$ cat src/rtl/inst_loader_if.sv
// Byte-stream input and instruction-buffer write port of the instruction loader.
// master: the loader side; slave: the host stream source / buffer side.
interface inst_loader_if #(
  parameter int INST_WIDTH = 25,
  parameter int INST_COUNT = 64
);
  logic                          in_valid;
  logic [7:0]                    in_data;
  logic                          in_ready;
  logic                          write_en;
  logic [INST_WIDTH-1:0]         buffer_write_data;
  logic [$clog2(INST_COUNT)-1:0] buffer_write_addr;

  modport master (
    input  in_valid, in_data,
    output in_ready, write_en, buffer_write_data, buffer_write_addr
  );

  modport slave (
    output in_valid, in_data,
    input  in_ready, write_en, buffer_write_data, buffer_write_addr
  );
endinterface

$ cat src/rtl/inst_loader.sv
// Instruction-buffer loader: packs 4 stream bytes (little-endian) per instruction and writes
// them from address 0 until a halt word or a full buffer. INST_LOADER_CHECKSUM_EN adds a trailing XOR byte check.
module inst_loader #(
  parameter int INST_WIDTH = 25,
  parameter int INST_COUNT = 64
) (
  input  logic                          clk,
  input  logic                          reset,
  input  logic                          start,
  inst_loader_if.master                 bus,
  output logic                          busy,
  output logic                          done,
  output logic                          overflow,
  output logic                          checksum_err,
  output logic [$clog2(INST_COUNT):0]   inst_count
);
  localparam int            AW        = $clog2(INST_COUNT);
  localparam logic [AW-1:0] LAST_ADDR = AW'(INST_COUNT - 1);

  typedef enum logic [2:0] {
    S_IDLE,
    S_COLLECT,
    S_WRITE,
`ifdef INST_LOADER_CHECKSUM_EN
    S_CHECK,
`endif
    S_DONE
  } state_t;

  // Where a load goes after its terminating write.
`ifdef INST_LOADER_CHECKSUM_EN
  localparam state_t S_END = S_CHECK;
`else
  localparam state_t S_END = S_DONE;
`endif

  state_t                state_q, state_d;
  logic [1:0]            byte_cnt;
  logic [INST_WIDTH-1:0] word_q;
  logic [AW-1:0]         addr_q;
  logic                  in_ready_c;
  logic                  write_c;
  logic                  accept;
  logic                  load_start;
  logic                  is_halt;
  logic                  at_last;

  assign is_halt = (word_q[INST_WIDTH-1 -: 2] == 2'b11);
  assign at_last = (addr_q == LAST_ADDR);

  assign bus.in_ready          = in_ready_c;
  assign bus.write_en          = write_c;
  assign bus.buffer_write_data = word_q;
  assign bus.buffer_write_addr = addr_q;

`ifdef INST_LOADER_CHECKSUM_EN
  logic [7:0] xor_q;
  logic       chk_accept;
`endif

  always_ff @(posedge clk or posedge reset) begin
    if (reset) state_q <= S_IDLE;
    else       state_q <= state_d;
  end

  always_comb begin
    state_d    = state_q;
    in_ready_c = 1'b0;
    write_c    = 1'b0;
    busy       = 1'b0;
    done       = 1'b0;
    accept     = 1'b0;
    load_start = 1'b0;
`ifdef INST_LOADER_CHECKSUM_EN
    chk_accept = 1'b0;
`endif
    unique case (state_q)
      S_IDLE, S_DONE: begin
        done = (state_q == S_DONE);
        if (start) begin
          load_start = 1'b1;
          state_d    = S_COLLECT;
        end
      end
      S_COLLECT: begin
        in_ready_c = 1'b1;
        busy       = 1'b1;
        accept     = bus.in_valid;
        if (bus.in_valid && byte_cnt == 2'd3) state_d = S_WRITE;
      end
      S_WRITE: begin
        busy    = 1'b1;
        write_c = 1'b1;
        state_d = (is_halt || at_last) ? S_END : S_COLLECT;
      end
`ifdef INST_LOADER_CHECKSUM_EN
      S_CHECK: begin
        in_ready_c = 1'b1;
        busy       = 1'b1;
        chk_accept = bus.in_valid;
        if (bus.in_valid) state_d = S_DONE;
      end
`endif
      default: state_d = S_IDLE;
    endcase
  end

  always_ff @(posedge clk or posedge reset) begin
    if (reset) begin
      byte_cnt   <= '0;
      word_q     <= '0;
      addr_q     <= '0;
      inst_count <= '0;
      overflow   <= 1'b0;
    end else begin
      if (load_start) begin
        byte_cnt   <= '0;
        addr_q     <= '0;
        inst_count <= '0;
        overflow   <= 1'b0;
      end
      // Byte k lands in bits [8k+7:8k]; bits past INST_WIDTH are simply not stored.
      if (accept) begin
        byte_cnt <= byte_cnt + 2'd1;
        for (int i = 0; i < INST_WIDTH; i++)
          if (byte_cnt == 2'(i / 8)) word_q[i] <= bus.in_data[i % 8];
      end
      if (write_c) begin
        inst_count <= inst_count + (AW + 1)'(1);
        if (!is_halt) begin
          if (at_last) overflow <= 1'b1;
          else         addr_q   <= addr_q + AW'(1);
        end
      end
    end
  end

`ifdef INST_LOADER_CHECKSUM_EN
  always_ff @(posedge clk or posedge reset) begin
    if (reset) begin
      xor_q        <= '0;
      checksum_err <= 1'b0;
    end else begin
      if (load_start) begin
        xor_q        <= '0;
        checksum_err <= 1'b0;
      end
      if (accept)     xor_q        <= xor_q ^ bus.in_data;
      if (chk_accept) checksum_err <= (bus.in_data != xor_q);
    end
  end
`else
  assign checksum_err = 1'b0;
`endif

endmodule

$ cat src/flat_wrapper.sv
// flat-port wrapper written by rule: the top's interface ports become plain ports
module inst_loader_flat 
#(
  parameter int INST_WIDTH = 25,
  parameter int INST_COUNT = 64
)
  (clk, reset, start, busy, done, overflow, checksum_err, inst_count, bus_in_valid, bus_in_data, bus_in_ready, bus_write_en, bus_buffer_write_data, bus_buffer_write_addr);
  inst_loader_if #(.INST_WIDTH(INST_WIDTH), .INST_COUNT(INST_COUNT)) bus_i ();
  input  logic clk;
  input  logic reset;
  input  logic start;
  output logic busy;
  output logic done;
  output logic overflow;
  output logic checksum_err;
  output logic [$clog2(INST_COUNT):0] inst_count;
  input wire logic [$bits(bus_i.in_valid)-1:0] bus_in_valid;
  input wire logic [$bits(bus_i.in_data)-1:0] bus_in_data;
  output wire logic [$bits(bus_i.in_ready)-1:0] bus_in_ready;
  output wire logic [$bits(bus_i.write_en)-1:0] bus_write_en;
  output wire logic [$bits(bus_i.buffer_write_data)-1:0] bus_buffer_write_data;
  output wire logic [$bits(bus_i.buffer_write_addr)-1:0] bus_buffer_write_addr;
  assign bus_i.in_valid = bus_in_valid;
  assign bus_i.in_data = bus_in_data;
  assign bus_in_ready = bus_i.in_ready;
  assign bus_write_en = bus_i.write_en;
  assign bus_buffer_write_data = bus_i.buffer_write_data;
  assign bus_buffer_write_addr = bus_i.buffer_write_addr;
  inst_loader #(.INST_WIDTH(INST_WIDTH), .INST_COUNT(INST_COUNT)) u_core (.clk(clk), .reset(reset), .start(start), .bus(bus_i), .busy(busy), .done(done), .overflow(overflow), .checksum_err(checksum_err), .inst_count(inst_count));
endmodule
$ cat config.mk
export PLATFORM = sky130hd
export DESIGN_NAME = inst_loader_flat
export DESIGN_NICKNAME = d
export VERILOG_FILES = /design/src/rtl/inst_loader_if.sv /design/src/rtl/inst_loader.sv /design/src/flat_wrapper.sv
export SDC_FILE = /design/constraint.sdc
export NUM_CORES = 1
export LEC_CHECK = 0
export CORE_MARGIN = 5
export CORE_UTILIZATION = 51
export CTS_CLUSTER_SIZE = 40
export DETAILED_ROUTE_END_ITERATION = 12
export MAX_ROUTING_LAYER = met4
export PLACE_DENSITY = 0.85
export SLEW_MARGIN = 15
export SYNTH_ARGS = -nofsm -noshare
export SYNTH_HDL_FRONTEND = slang
export SYNTH_SLANG_ARGS = --single-unit
$ cat constraint.sdc
create_clock -name clk -period 4.03 [get_ports clk]
set_input_delay 0.6045 -clock clk [delete_from_list [all_inputs] [get_ports clk]]
set_output_delay 0.6045 -clock clk [all_outputs]
set_load 0.01 [all_outputs]
==> impl_metrics.csv <==
group,metric,value,unit
run_status,outcome,"finished, final reports clean",
place,gp_routability_congestion,0.836,
clock_network,postCtsSetupRepairBufs,0,
clock_network,numClockSinks,43,
pwr,ir_drop,0.000383,V
worst_setup_path,timing.critical_path.to_type,"output pin",
layout,mostFrequentLayoutCells,"sky130_fd_sc_hd__clkdlybuf4s50_1 (54), sky130_fd_sc_hd__dfrtp_1 (43), sky130_fd_sc_hd__mux2_2 (26)",
pwr,report.power.total,1890,uW
timing,max_slew_margin,49.2,%
layout,mostFrequentLayoutCell,"sky130_fd_sc_hd__clkdlybuf4s50_1",
drt,routed_via_density,5.40,
pwr,leakagePower,0.00117,uW
clock_network,cts_max_level,2,
synth,synthMuxAreaShare,15.0,%
synth,synth_top_family_by_area,"multiplexers",
global_route,antenna_found_initial,0,
die,die_height,72.0,um
synth,yosysSeqAreaShare,55.0,%
worst_setup_path,cp.arrival,1.88,ns
global_route,grt_start_max_net_pins,25,
layout,design.final.nets,239,
drt,routed_wl,4230,um
timing,finalSetupViolations,0,
layout,drive_above_1_share,19.7,%
layout,area_overhead_of_the_layout_relative_to_synthesis,35.8,%
global_route,first_pass_grt_wire_length,6960,um
global_route,number_of_global_route_vias_before_repair,1472,
clock_network,worstSkewPairLatency,0.29,ns
worst_setup_path,timing_worst_setup_path_type,"flip-flop to output pin",
clock_network,cts_root_buf,"sky130_fd_sc_hd__clkbuf_8",
global_route,grt_remaining_overflow,0,
flow_run,drv_cap,0,
timing,achievable-frequency,403,MHz
timing,grt_setup_unrepaired,"false",
global_route,gr-usage-all-layers,17.8,%
synth,synth_xor_area_share,0.447,%
drt,detailedRoute.firstPassIterationCount,4,
timing,skew,0.00321,ns
timing,report.final.slew_viol_count,0,
die,ios,56,
place,port_buffers,54,
die,placement_rows,22,
synth,synth_edf_count,0,
worst_setup_path,worstSetupStartpointType,"flip-flop",
clock_network,ctsLongestPathBuffers,2,
drt,routed-via-count,1437,
drt,drc,0,
worst_setup_path,cp_num_buf_inv,2,
synth,yosysWarnings,0,
synth,synth.cell_area,1960,um^2
timing,hold_viol_final,0,
timing,worst_pin_slew,0.761,ns
drt,ant_nets,0,
drt,detailedRoute.firstIterationViolations,105,
worst_setup_path,timing.critical_path.max_delay_family,"buffers and inverters",
die,design.core.area,3690,um^2
synth,synth_ff_type,"sky130_fd_sc_hd__dfrtp_1",
die,start_util,53.1,%
worst_setup_path,crit_required,3.43,ns
synth,postSynthAreaPerCell,12.3,um^2
layout,num-fill-cells,274,
clock_network,worst_setup_hold_path_clk_slew,0.08,ns
clock_network,numCtsBuffers,5,
worst_setup_path,critPathMaxFanout,16,
timing,final_min_period_over_clock_period,61.6,%
pwr,power.density,711,nW/um^2
worst_setup_path,slowest_stage,"sky130_fd_sc_hd__clkdlybuf4s50_1",
worst_hold_path,timing.hold.worst.class,"flip-flop to flip-flop",
drt,wl_per_cell,15.9,um
die,chipWidth,72.0,um
worst_setup_path,worstPathCellList,"inv_1 > ha_1 > clkdlybuf4s50_1",
synth,yosys.area_share.adder,6.39,%
synth,synth_simple_gate_area_share,9.07,%
synth,syn_nets,181,
synth,synth.lib_cells_used.distinct,35,
clock_network,cts_tree,"yes",
timing,min_period,2.48,ns
timing,setup_total_negative_slack,0,ns
place,detailed_place_hpwl,3170,um
clock_network,holdBufCountCts,0,
clock_network,post_cts.resized_instances,0,
layout,antenna_cells,0,
synth,area_fraction_in_compound_gates_after_synthesis,11.6,%
die,design.die.area,5180,um^2
worst_setup_path,slowest_delay,0.63,ns
synth,postSynthCellCount,159,
synth,synth.ff_latch_count,43,
synth,async_reset_ff_share,100,%
==> state kept, by name, indices dropped and copies added, names as in the netlist <==
name	flops
u_core.byte_cnt	2
u_core.bus.buffer_write_addr	6
u_core.overflow	1
u_core.bus.buffer_write_data	25
u_core.inst_count	7
u_core.state_q	2
==> layout make-up <==
cell class | count | area [um^2] | area share (%)
inverters | 7 | 26.3 | 0.988
well taps | 48 | 60.1 | 2.26
clock buffers | 5 | 68.8 | 2.59
multi-input cells | 105 | 836 | 31.4
repair buffers | 55 | 548 | 20.6
flip-flops and latches | 43 | 1080 | 40.5
clock inverters | 3 | 43.8 | 1.65
==> path summary, 6_finish.rpt <==
path,cells past startpoint,end,from,slack [ns]
min in group asynchronous,2,u_core.bus.buffer_write_addr[3],reset,0.75
worst max-delay path,3,bus_write_en,u_core.state_q[0],1.55
max in group asynchronous,3,u_core.bus.buffer_write_data[22],reset,2.50
worst max register to register,6,u_core.bus.buffer_write_addr[5],u_core.state_q[0],2.07
worst min register to register,1,u_core.inst_count[6],u_core.inst_count[6],0.50
worst min-delay path,1,u_core.inst_count[6],u_core.inst_count[6],0.50
==> routing by layer <==
metal | wire (um) | track usage [%] | vias up
li1 | - | - | 686
met1 | 1770 | 22.2 | 687
met2 | 2100 | 28.5 | 59
met3 | 333 | 4.85 | 5
met4 | 31 | 5.01 | 0
met5 | 0 | - | -
==> cell usage after synthesis, drive strengths merged, types with 2 or more instances <==
cell type	count	area share, %
dfrtp	43	55
mux2	26	15
nand2	18	3.8
o21ai	12	3.1
ha	10	6.4
inv	7	1.3
nand3	6	1.5
a21oi	3	0.77
nor2	3	0.70
o31ai	3	1.2
and3	2	0.70
buf	2	0.64
clkbuf	2	0.38
nand4	2	0.64
nor2b	2	0.64
o211ai	2	0.77
o221ai	2	0.89
==> report_power, final <==
group	total, uW	switching (uW)	leakage (uW)	internal (uW)
Sequential	712	119	0.000543	593
Clock	327	143	0.0000581	184
Combinational	850	358	0.000569	492
==> cells by family after synthesis <==
family	Yosys count
AOI/OAI and AO/OA	31
and+or+nand+nor	36
adders and majority gates	10
other	1
xor gates and xnor gates	1
muxes	26
DFF	43
buffers and inverters	11
==> metrics by stage <==
step	setup WS (ns)	util, %	hold WS (ns)	cell area (um^2)	std cells
after global routing	1.46	72.1	0.533	2660	266
after detailed placement	1.88	69.0	0.486	2550	258
after CTS	1.55	72.1	0.503	2660	266
final	1.55	72.1	0.503	2660	266
after floorplan	2.40	-	0.511	1960	159
after global placement	1.90	69.0	0.476	2550	258
(Power assumes the default switching activity.)
